==> src/rtl/alu_seq.sv <==
// alu_seq: registered, multi-cycle successor to the combinational 8-bit ALU.
//   Keeps the 4-bit alus op encoding and the x (accumulator) / bus operand roles,
//   and adds a start/busy/done handshake with registered result and flags.
//   Multiply (1011) and variable left shift (1100) iterate one bit per cycle.
//
// Optional feature macro: ALU_SEQ_MUL_EN
//   defined   -> 1011 is an iterative shift-add multiply (WIDTH iterations)
//   undefined -> no multiplier; 1011 falls into the all-ones default op
//
// Ports:
//   clk    in   rising-edge clock
//   rst    in   asynchronous active-high reset
//   start  in   op request, accepted only while busy=0
//   alus   in   [3:0] op select, sampled with start
//   x      in   [WIDTH-1:0] operand A (accumulator side)
//   bus    in   [WIDTH-1:0] operand B (bus side); bus[SHW-1:0] is the shift amount
//   busy   out  multi-cycle op in progress
//   done   out  one-cycle pulse, dout/flags just updated
//   dout   out  [WIDTH-1:0] registered result, held until next completion
//   flags  out  [3:0] {N,V,C,Z}, held until next completion
module alu_seq #(
    parameter  int unsigned WIDTH = 8,
    localparam int unsigned SHW   = $clog2(WIDTH)
) (
    input  logic             clk,
    input  logic             rst,
    input  logic             start,
    input  logic [3:0]       alus,
    input  logic [WIDTH-1:0] x,
    input  logic [WIDTH-1:0] bus,
    output logic             busy,
    output logic             done,
    output logic [WIDTH-1:0] dout,
    output logic [3:0]       flags
);

    // Counter is one bit wider than the shift field so it can hold WIDTH.
    localparam int unsigned CW = SHW + 1;
    localparam int unsigned PW = 2 * WIDTH;
    localparam logic [WIDTH-1:0] MSB_ONLY = {1'b1, {(WIDTH-1){1'b0}}};
    localparam logic [WIDTH-1:0] ALL_ONES = {WIDTH{1'b1}};

    typedef enum logic {
        IDLE = 1'b0,
        RUN  = 1'b1
    } state_t;

    state_t           state_q, state_n;
    logic [WIDTH-1:0] dout_n;
    logic [3:0]       flags_n;
    logic             busy_n;
    logic             done_n;
    logic [CW-1:0]    cnt_q, cnt_n;
    logic [WIDTH-1:0] sh_q, sh_n;

`ifdef ALU_SEQ_MUL_EN
    logic             is_mul_q, is_mul_n;
    logic [PW-1:0]    mcand_q, mcand_n;
    logic [PW-1:0]    prod_q, prod_n, prod_step;
    logic [WIDTH-1:0] mplier_q, mplier_n;
`endif

    logic [SHW-1:0]   amt;
    logic [WIDTH:0]   add_w;
    logic [WIDTH:0]   sub_w;
    logic [WIDTH-1:0] alu_res;
    logic             alu_c;
    logic             alu_v;
    logic             multi;

    logic             fin;
    logic [WIDTH-1:0] fin_res;
    logic             fin_c;
    logic             fin_v;

    assign amt   = bus[SHW-1:0];
    assign add_w = {1'b0, bus} + {1'b0, x};
    // The extra top bit of the difference is the borrow (bus < x).
    assign sub_w = {1'b0, bus} - {1'b0, x};

    // Single-cycle result/carry/overflow, plus detection of ops that need RUN.
    always_comb begin
        alu_res = '0;
        alu_c   = 1'b0;
        alu_v   = 1'b0;
        multi   = 1'b0;
        case (alus)
            4'b0000: alu_res = '0;
            4'b0001: begin
                alu_res = add_w[WIDTH-1:0];
                alu_c   = add_w[WIDTH];
                alu_v   = (bus[WIDTH-1] == x[WIDTH-1]) && (add_w[WIDTH-1] != x[WIDTH-1]);
            end
            4'b0010: begin
                alu_res = sub_w[WIDTH-1:0];
                alu_c   = sub_w[WIDTH];
                alu_v   = (bus[WIDTH-1] != x[WIDTH-1]) && (sub_w[WIDTH-1] != bus[WIDTH-1]);
            end
            4'b0011: alu_res = x & bus;
            4'b0100: alu_res = x | bus;
            4'b0101: alu_res = x ^ bus;
            4'b0110: begin
                alu_res = x + WIDTH'(1);
                alu_c   = (x == ALL_ONES);
                alu_v   = (x == ~MSB_ONLY);
            end
            4'b0111: begin
                alu_res = x - WIDTH'(1);
                alu_c   = (x == '0);
                alu_v   = (x == MSB_ONLY);
            end
            4'b1000: begin
                alu_res = x >> 1;
                alu_c   = x[0];
            end
            4'b1001: alu_res = bus;
            4'b1010: begin
                alu_res = -x;
                alu_v   = (x == MSB_ONLY);
            end
`ifdef ALU_SEQ_MUL_EN
            4'b1011: multi = 1'b1;
`endif
            // A zero shift amount completes immediately with x unchanged.
            4'b1100: begin
                alu_res = x;
                multi   = (amt != '0);
            end
            default: alu_res = ALL_ONES;
        endcase
    end

`ifdef ALU_SEQ_MUL_EN
    assign prod_step = mplier_q[0] ? (prod_q + mcand_q) : prod_q;
`endif

    // Next-state, iteration and completion logic.
    always_comb begin
        state_n = state_q;
        dout_n  = dout;
        flags_n = flags;
        busy_n  = busy;
        done_n  = 1'b0;
        cnt_n   = cnt_q;
        sh_n    = sh_q;
        fin     = 1'b0;
        fin_res = '0;
        fin_c   = 1'b0;
        fin_v   = 1'b0;
`ifdef ALU_SEQ_MUL_EN
        is_mul_n = is_mul_q;
        mcand_n  = mcand_q;
        mplier_n = mplier_q;
        prod_n   = prod_q;
`endif
        case (state_q)
            IDLE: begin
                if (start) begin
                    if (multi) begin
                        state_n = RUN;
                        busy_n  = 1'b1;
                        sh_n    = x;
                        cnt_n   = CW'(amt);
`ifdef ALU_SEQ_MUL_EN
                        is_mul_n = (alus == 4'b1011);
                        mcand_n  = PW'(x);
                        mplier_n = bus;
                        prod_n   = '0;
                        if (alus == 4'b1011) begin
                            cnt_n = CW'(WIDTH);
                        end
`endif
                    end else begin
                        fin     = 1'b1;
                        fin_res = alu_res;
                        fin_c   = alu_c;
                        fin_v   = alu_v;
                    end
                end
            end
            RUN: begin
                cnt_n = cnt_q - CW'(1);
`ifdef ALU_SEQ_MUL_EN
                if (is_mul_q) begin
                    mcand_n  = mcand_q << 1;
                    mplier_n = mplier_q >> 1;
                    prod_n   = prod_step;
                    if (cnt_q == CW'(1)) begin
                        fin     = 1'b1;
                        fin_res = prod_step[WIDTH-1:0];
                        fin_c   = |prod_step[PW-1:WIDTH];
                        fin_v   = |prod_step[PW-1:WIDTH];
                    end
                end else
`endif
                begin
                    // The bit leaving the top on the final step is the carry.
                    sh_n = sh_q << 1;
                    if (cnt_q == CW'(1)) begin
                        fin     = 1'b1;
                        fin_res = sh_q << 1;
                        fin_c   = sh_q[WIDTH-1];
                    end
                end
                if (fin) begin
                    state_n = IDLE;
                    busy_n  = 1'b0;
                end
            end
            default: state_n = IDLE;
        endcase
        if (fin) begin
            dout_n  = fin_res;
            flags_n = {fin_res[WIDTH-1], fin_v, fin_c, (fin_res == '0)};
            done_n  = 1'b1;
        end
    end

    // State and output registers.
    always_ff @(posedge clk or posedge rst) begin
        if (rst) begin
            state_q  <= IDLE;
            dout     <= '0;
            flags    <= '0;
            busy     <= 1'b0;
            done     <= 1'b0;
            cnt_q    <= '0;
            sh_q     <= '0;
`ifdef ALU_SEQ_MUL_EN
            is_mul_q <= 1'b0;
            mcand_q  <= '0;
            mplier_q <= '0;
            prod_q   <= '0;
`endif
        end else begin
            state_q  <= state_n;
            dout     <= dout_n;
            flags    <= flags_n;
            busy     <= busy_n;
            done     <= done_n;
            cnt_q    <= cnt_n;
            sh_q     <= sh_n;
`ifdef ALU_SEQ_MUL_EN
            is_mul_q <= is_mul_n;
            mcand_q  <= mcand_n;
            mplier_q <= mplier_n;
            prod_q   <= prod_n;
`endif
        end
    end

endmodule

==> config.mk <==
export PLATFORM = sky130hd
export DESIGN_NAME = alu_seq
export DESIGN_NICKNAME = d
export VERILOG_FILES = /design/src/rtl/alu_seq.sv
export SDC_FILE = /design/constraint.sdc
export NUM_CORES = 1
export LEC_CHECK = 0
export CAP_MARGIN = 20
export CORE_UTILIZATION = 45
export DETAILED_ROUTE_END_ITERATION = 16
export GPL_TIMING_DRIVEN = 0
export PLACE_DENSITY_LB_ADDON = 0.08
export SYNTH_ARGS = -nofsm -noshare
export SYNTH_HDL_FRONTEND = slang
export SYNTH_SLANG_ARGS = --single-unit
==> constraint.sdc <==
create_clock -name clk -period 6.1 [get_ports clk]
set_input_delay 0.915 -clock clk [delete_from_list [all_inputs] [get_ports clk]]
set_output_delay 0.915 -clock clk [all_outputs]
set_load 0.01 [all_outputs]
==> results of run 1 <==
[layout by cell type, fill, tap and decap left out, types with 6 or more instances in the layout]
cell type,n
a21oi_1,41
dfrtp_1,26
ha_1,29
a211oi_1,7
a21o_1,7
o21ai_0,36
buf_2,14
xnor2_1,10
nor2_1,35
nand3_1,15
clkbuf_1,12
and3b_1,6
nor3_1,12
a31oi_1,7
nand2_1,32
a2bb2oi_1,6
nor2b_1,11
clkdlybuf4s50_1,36
inv_1,34
nand2b_1,6
[area by class of cell]
class | count | area (µm²) | share of cell area, %
Multi-Input combinational cell | 371 | 2570 | 62.1
Sequential cell | 26 | 651 | 15.7
Timing Repair Buffer | 37 | 388 | 9.36
Buffer | 38 | 218 | 5.25
Inverter | 35 | 131 | 3.17
Tap cell | 102 | 128 | 3.08
Clock buffer | 4 | 55.1 | 1.33
[routing by layer]
metal,share of wire [%],GRT usage [%],vias to the layer above
met3,8.2,6.37,44
met1,42,39.3,1860
li1,-,-,1811
met2,43,44.6,210
met5,0,0,-
met4,6.0,16.9,0
[sequential cells by signal, indices dropped and copies added (netlist names)]
name / cells
cnt_q: 4
state_q: 1
flags: 3
dout: 8
busy: 1
done: 1
sh_q: 8
[critical path, cell delays in order]
cell	delay (ns)
clkdlybuf4s50_1	0.62
clkinv_1	0.37
ha_1	0.42
clkbuf_1	0.35
inv_1	0.23
nand3_1	0.12
o2111ai_1	0.12
a2111oi_0	0.36
a41oi_1	0.30
nor4_1	0.39
a32o_1	0.21
[power by group through the flow]
| stage | clock [µW] | combinational (µW) | sequential [µW] |
|---|---|---|---|
| global placement | 0 | 485 | 290 |
| floorplan | 0 | 285 | 299 |
| global route | 120 | 540 | 296 |
| finish | 110 | 496 | 287 |
| detailed placement | 0 | 491 | 290 |
| CTS | 114 | 492 | 287 |
[cells by family (layout without fill, tap and decap cells)]
group,after synthesis,in the layout
AND/OR/NAND/NOR,161,161
adder cells (fa/ha/maj),32,32
XOR/XNOR,10,10
flip-flops,26,26
AO/OA/AOI/OAI,162,162
multiplexers,6,6
buffers and inverters,73,114
[worst paths after layout]
path / endpoint / slack, ns
max: flags[0] / 1.90
min: dout[5] / 0.48
max reg2reg: flags[0] / 2.84
min reg2reg: dout[5] / 0.48
max in group asynchronous: dout[2] / 4.81
min in group asynchronous: done / 0.89
[stage by stage]
step	utilization [%]	power, µW	area, µm²	cells	setup slack, ns
6_report	53.9	894	4140	613	1.90
5_1_grt	53.9	956	4140	613	1.68
4_1_cts	53.5	893	4120	612	1.91
3_5_place_dp	52.8	781	4060	608	1.66
3_3_place_gp	52.8	775	4060	608	1.62
2_1_floorplan	-	584	3570	470	3.04
==> impl_metrics.yaml, run 1 <==
layout:
  area_growth_pct: 16.0
  drive_gt1_share_pct: 9.00
  nNetsFinal: 566
  diodes: 0
  fillCellCount: 767
detailed_routing:
  vias_per_cell: 6.40
  wl_per_cell_um: 20.1
  drt_iter0_markers: 397
  drtAntennaViolNets: 0
  wl_um: 12400
  remaining_drc_errors: 0
  drt_first_pass_iters: 7
  vias: 3925
timing:
  skew_ns: 0.00194
  finalSetupViolCount: 0
  fin_crit_ns: 4.20
  fmax_mhz: 238
  relSlewSlack_pct: 27.1
  period_share_pct: 68.9
  tns_ns: 0
  whs_ns: 0.480
  rsz0062_at_grt: "false"
  hold_viol: 0
  worst_slew_pin_slew_ns: 1.09
  drv_slew: 0
power_and_ir_drop:
  seqPwrFrac_pct: 32.1
  vdd_drop_max_uv: 202
  p_switching_uw: 370
  intPower_uw: 524
  clockPowerShare_pct: 12.4
  pwr-share-comb_pct: 55.5
  switching_share_pct: 41.4
  p_leak_uw: 0.00175
  p_per_area_mw_per_mm2: 216
clock_tree:
  cts_tree: "built"
  cts_sinks: 26
  cts_resized: 0
  h-tree-depth: 1
  clk_latency_ns: 0.27
  cts_setup_buffers: 0
  cts_root_buf: "clkbuf_8"
  hold_buffers: 0
  cts_buffer_depth: 2
  numCtsBuffers: 3
  path_clk_slew_ns: 0.09
floorplan:
  die_h_um: 91.1
  rows: 32
  die_w_um: 91.1
  io_pins: 37
  core_mm2: 0.00769
  die-area_mm2: 0.00830
  initial_core_util_pct: 46.5
synth:
  async_flop_share_pct: 100
  synthTopCellsByCount: "a21oi_1, o21ai_0, nor2_1"
  ys_ff_latch: 26
  synth_top_family_by_area: "compound AO/OA/AOI/OAI gates"
  yosys_warnings: 0
  synth_top_area_share_pct: 18.2
  syn_nets: 524
  ys_seq_area_share_pct: 18.2
  syn_inst: 470
  synth_compound_area_share_pct: 30.8
  syn_avg_cell_area_um2: 7.60
  ys_types: 79
  syn_area_mm2: 0.00357
  synth_simple_gate_area_share_pct: 25.3
  synthTopCellsByArea: "dfrtp_1, ha_1, a21oi_1, o21ai_0, nor2_1"
  synth_ff_type: "dfrtp_1"
  synth_edf_count: 0
  synth_xor_area_share_pct: 2.45
  synth_top_cell_by_area: "dfrtp_1"
  synth_mux_area_share_pct: 1.82
  synthAdderAreaFrac_pct: 11.6
  yosysMostFrequentCell: "a21oi_1"
worst_setup_path:
  crit_start: "x[6]"
  crit_required_ns: 6.31
  worst-path-max-fanout: 10
  rr_worst_depth: 9
  r2r_start: "cnt_q[1]"
  critical_path_arrival_ns: 4.41
  critPathKind: "in -> reg"
  critPathLaunchType: "input port"
  endpoint_kind: "flop"
placed_design:
  dpl.hpwl_um: 9880
  numPortBuffers: 36
  place_congestion: 0.967
global_routing:
  grt_overflow_total: 0
  grt_max_degree: 27
  grt_pass1_wl_um: 19100
  grt_usage_pct: 29.7
  grt_pass1_vias: 3514
  grt_antenna_before_repair: 0
status:
  status: "finished clean"
min_path:
  hold-path-cell-count: 2
  hold_class: "reg -> reg"
  hp-start: "dout[5]"
job:
  maxCapViolations: 0
(Power assumes the default switching activity.)
==> inputs of run 2 (changes only) <==
Clock period 6.1 ns to 3.98 ns, I/O delays scaled along.
==> impl_metrics.yaml, run 2 (same netlist as run 1, synthesis figures left out) <==
detailed_routing:
  drtAntennaViolNets: 0
  wl_um: 12400
  drt_iter0_markers: 405
  drt_first_pass_iters: 5
  met1_length_um: 5400
  route.met3.wl_um: 926
  remaining_drc_errors: 0
  dr_wl_met2_um: 5260
  routed.top_layer: "met4"
  wl_per_cell_um: 20.2
  vias: 3857
  vias_per_cell: 6.30
placed_design:
  dp.cells: 608
  numPortBuffers: 36
  dpl.hpwl_um: 9880
  place_ws_ns: -0.141
  place_congestion: 0.967
worst_setup_path:
  crit_start: "x[2]"
  cp-endpoint: "flags[0]"
  critPathLaunchType: "input port"
  slowest_stage: "clkdlybuf4s50_1"
  worst_path_largest_cell_delay_ns: 0.61
  r2r_start: "cnt_q[1]"
  rr_worst_depth: 9
  crit_required_ns: 4.19
  critical_path_arrival_ns: 4.02
  path_cells: "clkdlybuf4s50_1, buf_2, inv_1, ha_1, buf_2, a211oi_1, nor4_1, a2111oi_0, a41oi_1, nor4_1, a32o_1"
  timing.rr.end: "flags[0]"
  critPathKind: "in -> reg"
  endpoint_kind: "flop"
  r2r_slack_ns: 0.71
  worst-path-max-fanout: 10
layout:
  drive_gt1_share_pct: 9.41
  layoutNonFillerInstCount: 612
  multi_input_area_mm2: 0.00257
  diodes: 0
  fillCellCount: 768
  final_util_pct: 53.9
  reg.largest.list: "dout: 8 flops, sh_q: 8 flops, cnt_q: 4 flops"
  nNetsFinal: 565
  final-seq-area_um2: 651
  final_cell_mix: "a21oi_1, o21ai_0, clkdlybuf4s50_1"
  final_common_cell: "a21oi_1"
  area_growth_pct: 16.0
power_and_ir_drop:
  p_leak_uw: 0.00175
  p_per_area_mw_per_mm2: 331
  vdd_drop_max_uv: 309
floorplan:
  rows: 32
  die-area_mm2: 0.00830
  io_pins: 37
  core_mm2: 0.00769
  initial_core_util_pct: 46.5
  die_w_um: 91.1
  die_h_um: 91.1
clock_tree:
  cts_root_buf: "clkbuf_8"
  h-tree-depth: 1
  cts_sinks: 26
  clk_latency_ns: 0.27
  numCtsBuffers: 3
  path_clk_slew_ns: 0.09
  cts_buffer_depth: 2
  cts_setup_buffers: 0
  cts_tree: "built"
timing:
  fin_crit_ns: 3.81
  fmax_mhz: 262
  rsz0062_at_grt: "false"
  skew_ns: 0.00192
  drv_slew: 0
  finalSetupViolCount: 0
  worst_slew_pin_slew_ns: 1.07
  setup_slack_ns: 0.165
  hold_viol: 0
  relSlewSlack_pct: 28.2
  period_share_pct: 95.9
global_routing:
  grt_pass1_vias: 3514
  grt_max_degree: 27
  grt_overflow_total: 0
  grt_usage_pct: 29.7
  grt_pass1_wl_um: 19100
  grt_antenna_before_repair: 0
min_path:
  hold_class: "reg -> reg"
status:
  status: "finished clean"
job:
  maxCapViolations: 0
## run 2: cell types whose count changed in the layout (fill, tap and decap cells not counted), sizes merged
cell      delta
clkinvlp     +1
clkbuf       -1
clkinv       -1
## run 2: what timing repair did
| action | 4_1_cts | 5_1_grt |
|---|---|---|
| resized for setup | 0 | 3 |
| endpoints found under the setup margin | 0 | 1 |
| hold buffers | 0 | 0 |
## run 2: how the worst min path moves through the flow
stage,start,to,slack [ns],cells past startpoint
2_1_floorplan,sh_q[7],flags[1],0.46,2
3_3_place_gp,dout[0],dout[0],0.46,1
3_5_place_dp,dout[5],dout[5],0.46,2
4_1_cts,dout[6],dout[6],0.49,1
5_1_grt,dout[0],dout[0],0.50,1
6_report,dout[5],dout[5],0.48,2
## run 2: through the flow
step	power, µW	instance area (µm²)	setup TNS (ns)	hold WS, ns
6_report	1370	4150	0	0.481
5_1_grt	1470	4150	0	0.502
4_1_cts	1370	4120	0	0.486
3_5_place_dp	1200	4060	-0.141	0.464
3_3_place_gp	1190	4060	-0.178	0.461
2_1_floorplan	896	3570	0	0.465
## run 2: area by class of cell
type	instances	share of cell area, %
Tap cell	102	3.08
Buffer	37	5.19
Sequential cell	26	15.7
Clock buffer	4	1.33
Multi-Input combinational cell	371	62.1
Inverter	35	3.26
Timing Repair Buffer	37	9.36
## run 2: critical path, delay by kind of cell
kind,cells,cell delay [ns]
AO/OA/AOI/OAI,4,1.39
buffers and inverters,4,1.22
adder cells (fa/ha/maj),1,0.32
AND/OR/NAND/NOR,2,0.50
## run 2: layer usage
layer  GRT usage (%)  vias to the layer above
met3            6.37                       47
met4            16.9                        0
met5               0                        -
met2            44.6                      183
li1                -                     1809
met1            39.3                     1818
## run 2: report_power, final
part	leakage, µW	switching [µW]	internal [µW]
Combinational	0.00139	414	349
Clock	0.0000288	81.3	88.4
Sequential	0.000331	73.8	366
